<file path="src/rtl/sata_fis_pkg.sv">
// FIS type codes, routing enum and per-type length table for the SATA transport RX path.
// Latency: n/a (declarations and pure functions only).
// Backpressure: n/a.
package sata_fis_pkg;

    localparam logic [7:0] FIS_REG_D2H   = 8'h34;
    localparam logic [7:0] FIS_PIO_SETUP = 8'h5F;
    localparam logic [7:0] FIS_SDB       = 8'hA1;
    localparam logic [7:0] FIS_DMA_SETUP = 8'h41;
    localparam logic [7:0] FIS_DMA_ACT   = 8'h39;
    localparam logic [7:0] FIS_DATA      = 8'h46;

    typedef enum logic [2:0] {
        RT_IDLE,
        RT_REG,
        RT_DATA,
        RT_DMAA,
        RT_DROP
    } route_t;

    // Destination for a frame whose header type byte is t.
    function automatic route_t fis_route(input logic [7:0] t);
        route_t r;
        case (t)
            FIS_REG_D2H, FIS_PIO_SETUP, FIS_SDB, FIS_DMA_SETUP: r = RT_REG;
            FIS_DATA:                                           r = RT_DATA;
            FIS_DMA_ACT:                                        r = RT_DMAA;
            default:                                            r = RT_DROP;
        endcase
        return r;
    endfunction

    // Expected frame length in words. For Data FIS this is the minimum
    // length (header + at least one payload word). 0 means "not checked".
    function automatic logic [3:0] fis_len(input logic [7:0] t);
        logic [3:0] n;
        case (t)
            FIS_REG_D2H:   n = 4'd5;
            FIS_PIO_SETUP: n = 4'd5;
            FIS_SDB:       n = 4'd2;
            FIS_DMA_SETUP: n = 4'd7;
            FIS_DMA_ACT:   n = 4'd1;
            FIS_DATA:      n = 4'd2;
            default:       n = 4'd0;
        endcase
        return n;
    endfunction

endpackage

</file>
<file path="src/rtl/sata_fis_rx_router_len_checker.sv">
// Per-frame word counter compared against the FIS type's expected length at eop.
// Latency: combinational mismatch flag in the eop transfer cycle; counter updates on each transfer.
// Backpressure: none of its own; counts only accepted transfers (i_xfer).
// Ports: clk/reset; i_xfer (word accepted), i_eop, i_type (type byte of current frame);
//        o_mismatch (high with the eop transfer when the frame length is wrong).
module sata_fis_len_checker
    import sata_fis_pkg::*;
(
    input  logic       clk,
    input  logic       reset,
    input  logic       i_xfer,
    input  logic       i_eop,
    input  logic [7:0] i_type,
    output logic       o_mismatch
);

    logic [3:0] cnt_q;
    logic [3:0] cnt_d;
    logic [3:0] cnt_now;
    logic [3:0] exp_len;

    always_comb begin
        // Count including the current word; saturate so long Data FIS
        // frames never wrap back into the "too short" range.
        cnt_now    = (cnt_q == 4'hF) ? 4'hF : cnt_q + 4'd1;
        exp_len    = fis_len(i_type);
        cnt_d      = cnt_q;
        o_mismatch = 1'b0;
        if (i_xfer) begin
            cnt_d = i_eop ? 4'd0 : cnt_now;
        end
        if (i_xfer && i_eop && (exp_len != 4'd0)) begin
            if (i_type == FIS_DATA) begin
                o_mismatch = (cnt_now < exp_len);
            end else begin
                o_mismatch = (cnt_now != exp_len);
            end
        end
    end

    always_ff @(posedge clk) begin
        if (reset) begin
            cnt_q <= 4'd0;
        end else begin
            cnt_q <= cnt_d;
        end
    end

endmodule

</file>
<file path="src/rtl/sata_fis_rx_router.sv">
// Routes link-layer RX frames by FIS type to register path, data path, DMA-Activate pulse or drop.
// Latency: 1 clk, every word incl. header passed through unmodified on the selected path.
// Backpressure: data path stalls via i_data_rdy; o_rdy = ~o_data_val | i_data_rdy gates all input.
// Ports: i_dat/i_val/i_eop/i_err from link layer, o_rdy upstream ready; o_reg_* register path
//        (no backpressure); o_data_* + i_data_rdy data path; o_dma_act, o_drop pulses; o_fis_type.
// Build option SATA_FIS_RX_LEN_CHECK_EN adds a frame length check and the o_len_err pulse output.
module sata_fis_rx_router
    import sata_fis_pkg::*;
(
    input  logic        reset,
    input  logic        clk,
    input  logic [31:0] i_dat,
    input  logic        i_val,
    input  logic        i_eop,
    input  logic        i_err,
    output logic        o_rdy,
    output logic [31:0] o_reg_dat,
    output logic        o_reg_val,
    output logic        o_reg_eop,
    output logic        o_reg_err,
    output logic [31:0] o_data_dat,
    output logic        o_data_val,
    output logic        o_data_eop,
    output logic        o_data_err,
    input  logic        i_data_rdy,
    output logic        o_dma_act,
    output logic        o_drop,
    output logic [7:0]  o_fis_type
`ifdef SATA_FIS_RX_LEN_CHECK_EN
    ,
    output logic        o_len_err
`endif
);

    route_t      route_q, route_d, cur_route;
    logic [31:0] reg_dat_q, reg_dat_d;
    logic        reg_val_q, reg_val_d;
    logic        reg_eop_q, reg_eop_d;
    logic        reg_err_q, reg_err_d;
    logic [31:0] data_dat_q, data_dat_d;
    logic        data_val_q, data_val_d;
    logic        data_eop_q, data_eop_d;
    logic        data_err_q, data_err_d;
    logic        dma_act_q, dma_act_d;
    logic        drop_q, drop_d;
    logic [7:0]  fis_type_q, fis_type_d;
    logic        xfer;
    logic        len_mis;
    logic        err_eff;

    assign o_rdy = ~data_val_q | i_data_rdy;
    assign xfer  = i_val & o_rdy;

`ifdef SATA_FIS_RX_LEN_CHECK_EN
    logic       len_err_q, len_err_d;
    logic [7:0] cur_type;

    // Header word carries its own type; later words use the latched one.
    assign cur_type = (route_q == RT_IDLE) ? i_dat[7:0] : fis_type_q;

    sata_fis_len_checker u_len_chk (
        .clk        (clk),
        .reset      (reset),
        .i_xfer     (xfer),
        .i_eop      (i_eop),
        .i_type     (cur_type),
        .o_mismatch (len_mis)
    );

    assign len_err_d = len_mis;
    assign o_len_err = len_err_q;

    always_ff @(posedge clk) begin
        if (reset) begin
            len_err_q <= 1'b0;
        end else begin
            len_err_q <= len_err_d;
        end
    end
`else
    assign len_mis = 1'b0;
`endif

    // A length mismatch only exists on the eop word, so it folds into err there.
    assign err_eff = i_err | len_mis;

    always_comb begin
        // No SOF marker upstream: in IDLE every word is a header.
        cur_route = route_q;
        if (route_q == RT_IDLE) begin
            cur_route = fis_route(i_dat[7:0]);
        end

        route_d    = route_q;
        fis_type_d = fis_type_q;
        if (xfer) begin
            route_d = i_eop ? RT_IDLE : cur_route;
            if (route_q == RT_IDLE) begin
                fis_type_d = i_dat[7:0];
            end
        end

        // Register path: one-cycle valid per word, no hold.
        reg_val_d = xfer && (cur_route == RT_REG);
        reg_dat_d = reg_dat_q;
        reg_eop_d = 1'b0;
        reg_err_d = 1'b0;
        if (reg_val_d) begin
            reg_dat_d = i_dat;
            reg_eop_d = i_eop;
            reg_err_d = err_eff;
        end

        // Data path: hold the word until the consumer takes it.
        data_val_d = data_val_q;
        data_dat_d = data_dat_q;
        data_eop_d = data_eop_q;
        data_err_d = data_err_q;
        if (o_rdy) begin
            data_val_d = xfer && (cur_route == RT_DATA);
            data_eop_d = 1'b0;
            data_err_d = 1'b0;
            if (data_val_d) begin
                data_dat_d = i_dat;
                data_eop_d = i_eop;
                data_err_d = err_eff;
            end
        end

        dma_act_d = xfer && (cur_route == RT_DMAA) && i_eop && !err_eff;
        drop_d    = xfer && (cur_route == RT_DROP) && i_eop;
    end

    always_ff @(posedge clk) begin
        if (reset) begin
            route_q    <= RT_IDLE;
            reg_dat_q  <= 32'd0;
            reg_val_q  <= 1'b0;
            reg_eop_q  <= 1'b0;
            reg_err_q  <= 1'b0;
            data_dat_q <= 32'd0;
            data_val_q <= 1'b0;
            data_eop_q <= 1'b0;
            data_err_q <= 1'b0;
            dma_act_q  <= 1'b0;
            drop_q     <= 1'b0;
            fis_type_q <= 8'd0;
        end else begin
            route_q    <= route_d;
            reg_dat_q  <= reg_dat_d;
            reg_val_q  <= reg_val_d;
            reg_eop_q  <= reg_eop_d;
            reg_err_q  <= reg_err_d;
            data_dat_q <= data_dat_d;
            data_val_q <= data_val_d;
            data_eop_q <= data_eop_d;
            data_err_q <= data_err_d;
            dma_act_q  <= dma_act_d;
            drop_q     <= drop_d;
            fis_type_q <= fis_type_d;
        end
    end

    assign o_reg_dat  = reg_dat_q;
    assign o_reg_val  = reg_val_q;
    assign o_reg_eop  = reg_eop_q;
    assign o_reg_err  = reg_err_q;
    assign o_data_dat = data_dat_q;
    assign o_data_val = data_val_q;
    assign o_data_eop = data_eop_q;
    assign o_data_err = data_err_q;
    assign o_dma_act  = dma_act_q;
    assign o_drop     = drop_q;
    assign o_fis_type = fis_type_q;

endmodule
</file>
<file path="config.mk">
export PLATFORM = sky130hd
export DESIGN_NAME = sata_fis_rx_router
export DESIGN_NICKNAME = d
export VERILOG_FILES = /design/src/rtl/sata_fis_pkg.sv /design/src/rtl/sata_fis_rx_router_len_checker.sv /design/src/rtl/sata_fis_rx_router.sv
export SDC_FILE = /design/constraint.sdc
export NUM_CORES = 1
export LEC_CHECK = 0
export ABC_AREA = 1
export CORE_ASPECT_RATIO = 0.5
export CORE_UTILIZATION = 47
export CTS_BUF_LIST = sky130_fd_sc_hd__clkbuf_2 sky130_fd_sc_hd__clkbuf_4 sky130_fd_sc_hd__clkbuf_8
export CTS_CLUSTER_DIAMETER = 50
export DETAILED_ROUTE_END_ITERATION = 16
export PLACE_DENSITY = 0.91
export SKIP_CTS_REPAIR_TIMING = 1
export SLEW_MARGIN = 0
export SYNTH_ARGS = -nofsm -noshare
export SYNTH_HDL_FRONTEND = slang
export SYNTH_SLANG_ARGS = --single-unit
</file>
<file path="constraint.sdc">
create_clock -name clk -period 2.1 [get_ports clk]
set_input_delay 0.42 -clock clk [delete_from_list [all_inputs] [get_ports clk]]
set_output_delay 0.42 -clock clk [all_outputs]
set_load 0.1 [all_outputs]
</file>
==> flow_summary.ini <==
[detailed_routing]
firstDrtPassIters = 4
met2_length_um = 4570
via_per_inst = 4.93
wl_met3_um = 485
postRouteAntennaNets = 0
drt-initial-drc-count = 201
drc = 0
vias = 3462
wirelength_um = 9370
wl_met1_um = 4080
top_layer = met4
wl_per_cell_um = 13.3

[placement]
dp.cells = 682
dp_hpwl_um = 6380
routabilityCongestion = 0.803
io_buffers = 118

[sta]
max_freq_mhz = 496
tns_ps = 0
slew_headroom_pct = 78.4
fin_crit_ps = 2020
slew_violations = 0
tightest_slew_ps = 323
setup-violations-final = 0
clock_skew_ps = 10.4
fin_crit_sh_pct = 96.0
finalHoldViolations = 0

[synth]
synth_area_per_cell_um2 = 7.38
synth_warnings = 0
ys_types = 27
syn-num-nets = 505
seq_area_frac_synth_pct = 48.2
synth_area_leaders = dfxtp_1 (48%), nor2_1 (12%), nand2_1 (7.1%), o21ai_0 (6.1%), nand3_1 (5.4%)
synth-xor-area-share_pct = 0
ys_ff_latch = 83
synth_top_area_cell = dfxtp_1
synth_edf_count = 0
synthFlopType = dfxtp_1
synth-simple-area-share_pct = 27.7
synth_compound_area_share_pct = 13.8
synth_common_cells = nor2_1 (112), dfxtp_1 (83), nand2_1 (65)
synth_top_family_by_area = simple AND/OR/NAND/NOR gates
syn-cell-area_um2 = 3450
yosysMostFrequentCell = nor2_1
synth_top_area_share_pct = 48.2
syn_inst = 467
synthArstFlopShare_pct = 0
synthAdderAreaFrac_pct = 0
synthMuxAreaShare_pct = 0

[clock_tree]
clock_tree.buffer_depth = 2
clk_pin_slew_worst_paths_ps = 90
clock_latency_ps = 370
cts_root_buf = clkbuf_8
cts.sinks = 83
cts.htree.levels = 3
cts_tree = yes
cts_buffers = 9

[worst_setup_path]
slowest_delay_ps = 560
required_ps = 2360
cp-end-kind = flop
cp.arrival_ps = 2270
cp.depth = 14
path_delay_family = buffers and inverters
crit_chain = clkdlybuf4s50_1 > inv_2 > nand2_1 > nor2_1 > nand2_1 > nand2_1 > nor2_1 > nand2_1 > nand2_2 > nor2_4 > buf_12 > buf_12 > a21oi_1 > nor2_1
cpMostUsedCell = nand2_1
worst-path-buf-inv = 4
rrSetupSlack_ps = 280
crit_type = input pin to flop
crit_fanout = 16
rr_worst_depth = 10
start_kind = input pin
crit_path_top_delay_cell = clkdlybuf4s50_1

[die]
start_util_pct = 50.1
die_w_um = 123
die-area_um2 = 7700
core_area_um2 = 6880
rows = 21
die_h_um = 62.6
io_pins = 119

[final_layout]
syn2layout_area_growth_pct = 44.4
fill_cells = 536
drive_above_1_share_pct = 27.9
final_nets = 643
antennaDiodeCount = 0
fin_cells = 702

[global_routing]
grt_overflow = 0
grtUsageTotal_pct = 24.5
antenna_found_initial = 0
grt_start_max_net_pins = 50
grt_pass1_vias = 3174
grt_pass1_wl_um = 14700

[min_path]
worstHoldPathType = input pin to flop
hold_depth = 3

[power_and_ir_drop]
leakage_uw = 0.00241
power_uw = 3790
power_density_nw_per_um2 = 761
ir_drop_uv = 471

[run_status]
outcome = finished clean

[run]
drv_cap = 0
==> cells by family after synthesis <==
| group | count (synthesis) |
|---|---|
| AO/OA/AOI/OAI | 86 |
| AND/OR/NAND/NOR | 227 |
| flip-flops | 83 |
| buffers and inverters | 71 |
==> registers in the layout, summed over array words and instances, names as in the netlist <==
register and flops:
o_fis_type 8, o_dma_act 1, o_reg_eop 1, o_reg_dat 32
route_q 3, o_data_dat 32, o_data_err 1, o_data_val 1
o_reg_err 1, o_data_eop 1, o_reg_val 1, o_drop 1
==> final cells by class <==
cell class	count	area [um^2]	share of cell area [%]
timing repair buffer	157	1430	28.8
sequential	83	1670	33.5
clock inverter	6	40.0	0.804
tap	92	115	2.31
multi-input combinational	313	1430	28.8
clock buffer	10	138	2.77
inverter	41	154	3.09
==> tightest hold or removal path: cells and delay by family <==
family                 cells  cell delay, ps
buffers and inverters      1             160
and+or+nand+nor            2             150
==> where the power goes <==
group | leakage [uW] | internal (uW) | switching (uW) | total, uW
combinational | 0.00165 | 287 | 773 | 1060
sequential | 0.000675 | 1640 | 39.6 | 1680
clock | 0.0000886 | 459 | 585 | 1040
==> cells in the final DEF (no fill, tap or decap) <==
cell type	netlist	layout
dfxtp_1	83	82
or2_2	2	2
dlymetal6s2s_1	0	4
inv_2	10	12
clkbuf_16	0	2
inv_4	0	1
a211oi_1	1	1
a21oi_2	10	10
nor3_2	1	1
nand4_1	1	1
clkinv_4	0	1
clkdlybuf4s50_1	0	33
inv_1	31	29
nor4_2	1	1
nand2_1	65	65
nor2_4	2	2
buf_12	0	9
or2_1	1	1
dfxtp_4	0	1
nand2_2	2	2
clkbuf_8	0	10
a221oi_1	1	1
nor3_1	1	1
a21oi_1	32	32
o21ai_0	42	42
clkinv_2	0	2
nand3_1	37	37
nor2_1	112	110
buf_6	8	1
nor2_2	0	2
clkinvlp_4	0	2
nor4_1	1	1
buf_4	3	108
nand3_2	1	1
==> per-layer routing <==
metal	vias to the layer above	global-route usage, %
met5	-	0
met2	93	41.5
met4	0	11.0
met3	25	6.11
li1	1761	-
met1	1583	29.2
==> final timing paths <==
path / start / end
setup / recovery: i_dat[1] / o_data_dat[13]
hold / removal: i_dat[7] / o_reg_dat[7]
setup reg to reg: route_q[2] / o_data_dat[13]
hold reg to reg: o_data_dat[1] / o_data_dat[1]
==> stage by stage <==
step                      setup slack [ps]  hold slack, ps  area [um^2]  util, %
after floorplan                       27.2             486         3450        -
after global placement                -179             463         4700     68.3
after detailed placement              -253             472         4700     68.3
after CTS                              114             493         4880     70.9
after global routing                 -35.6             412         4980     72.3
final                                 84.0             392         4980     72.3
Note: power is estimated with default switching activity, not from simulation.
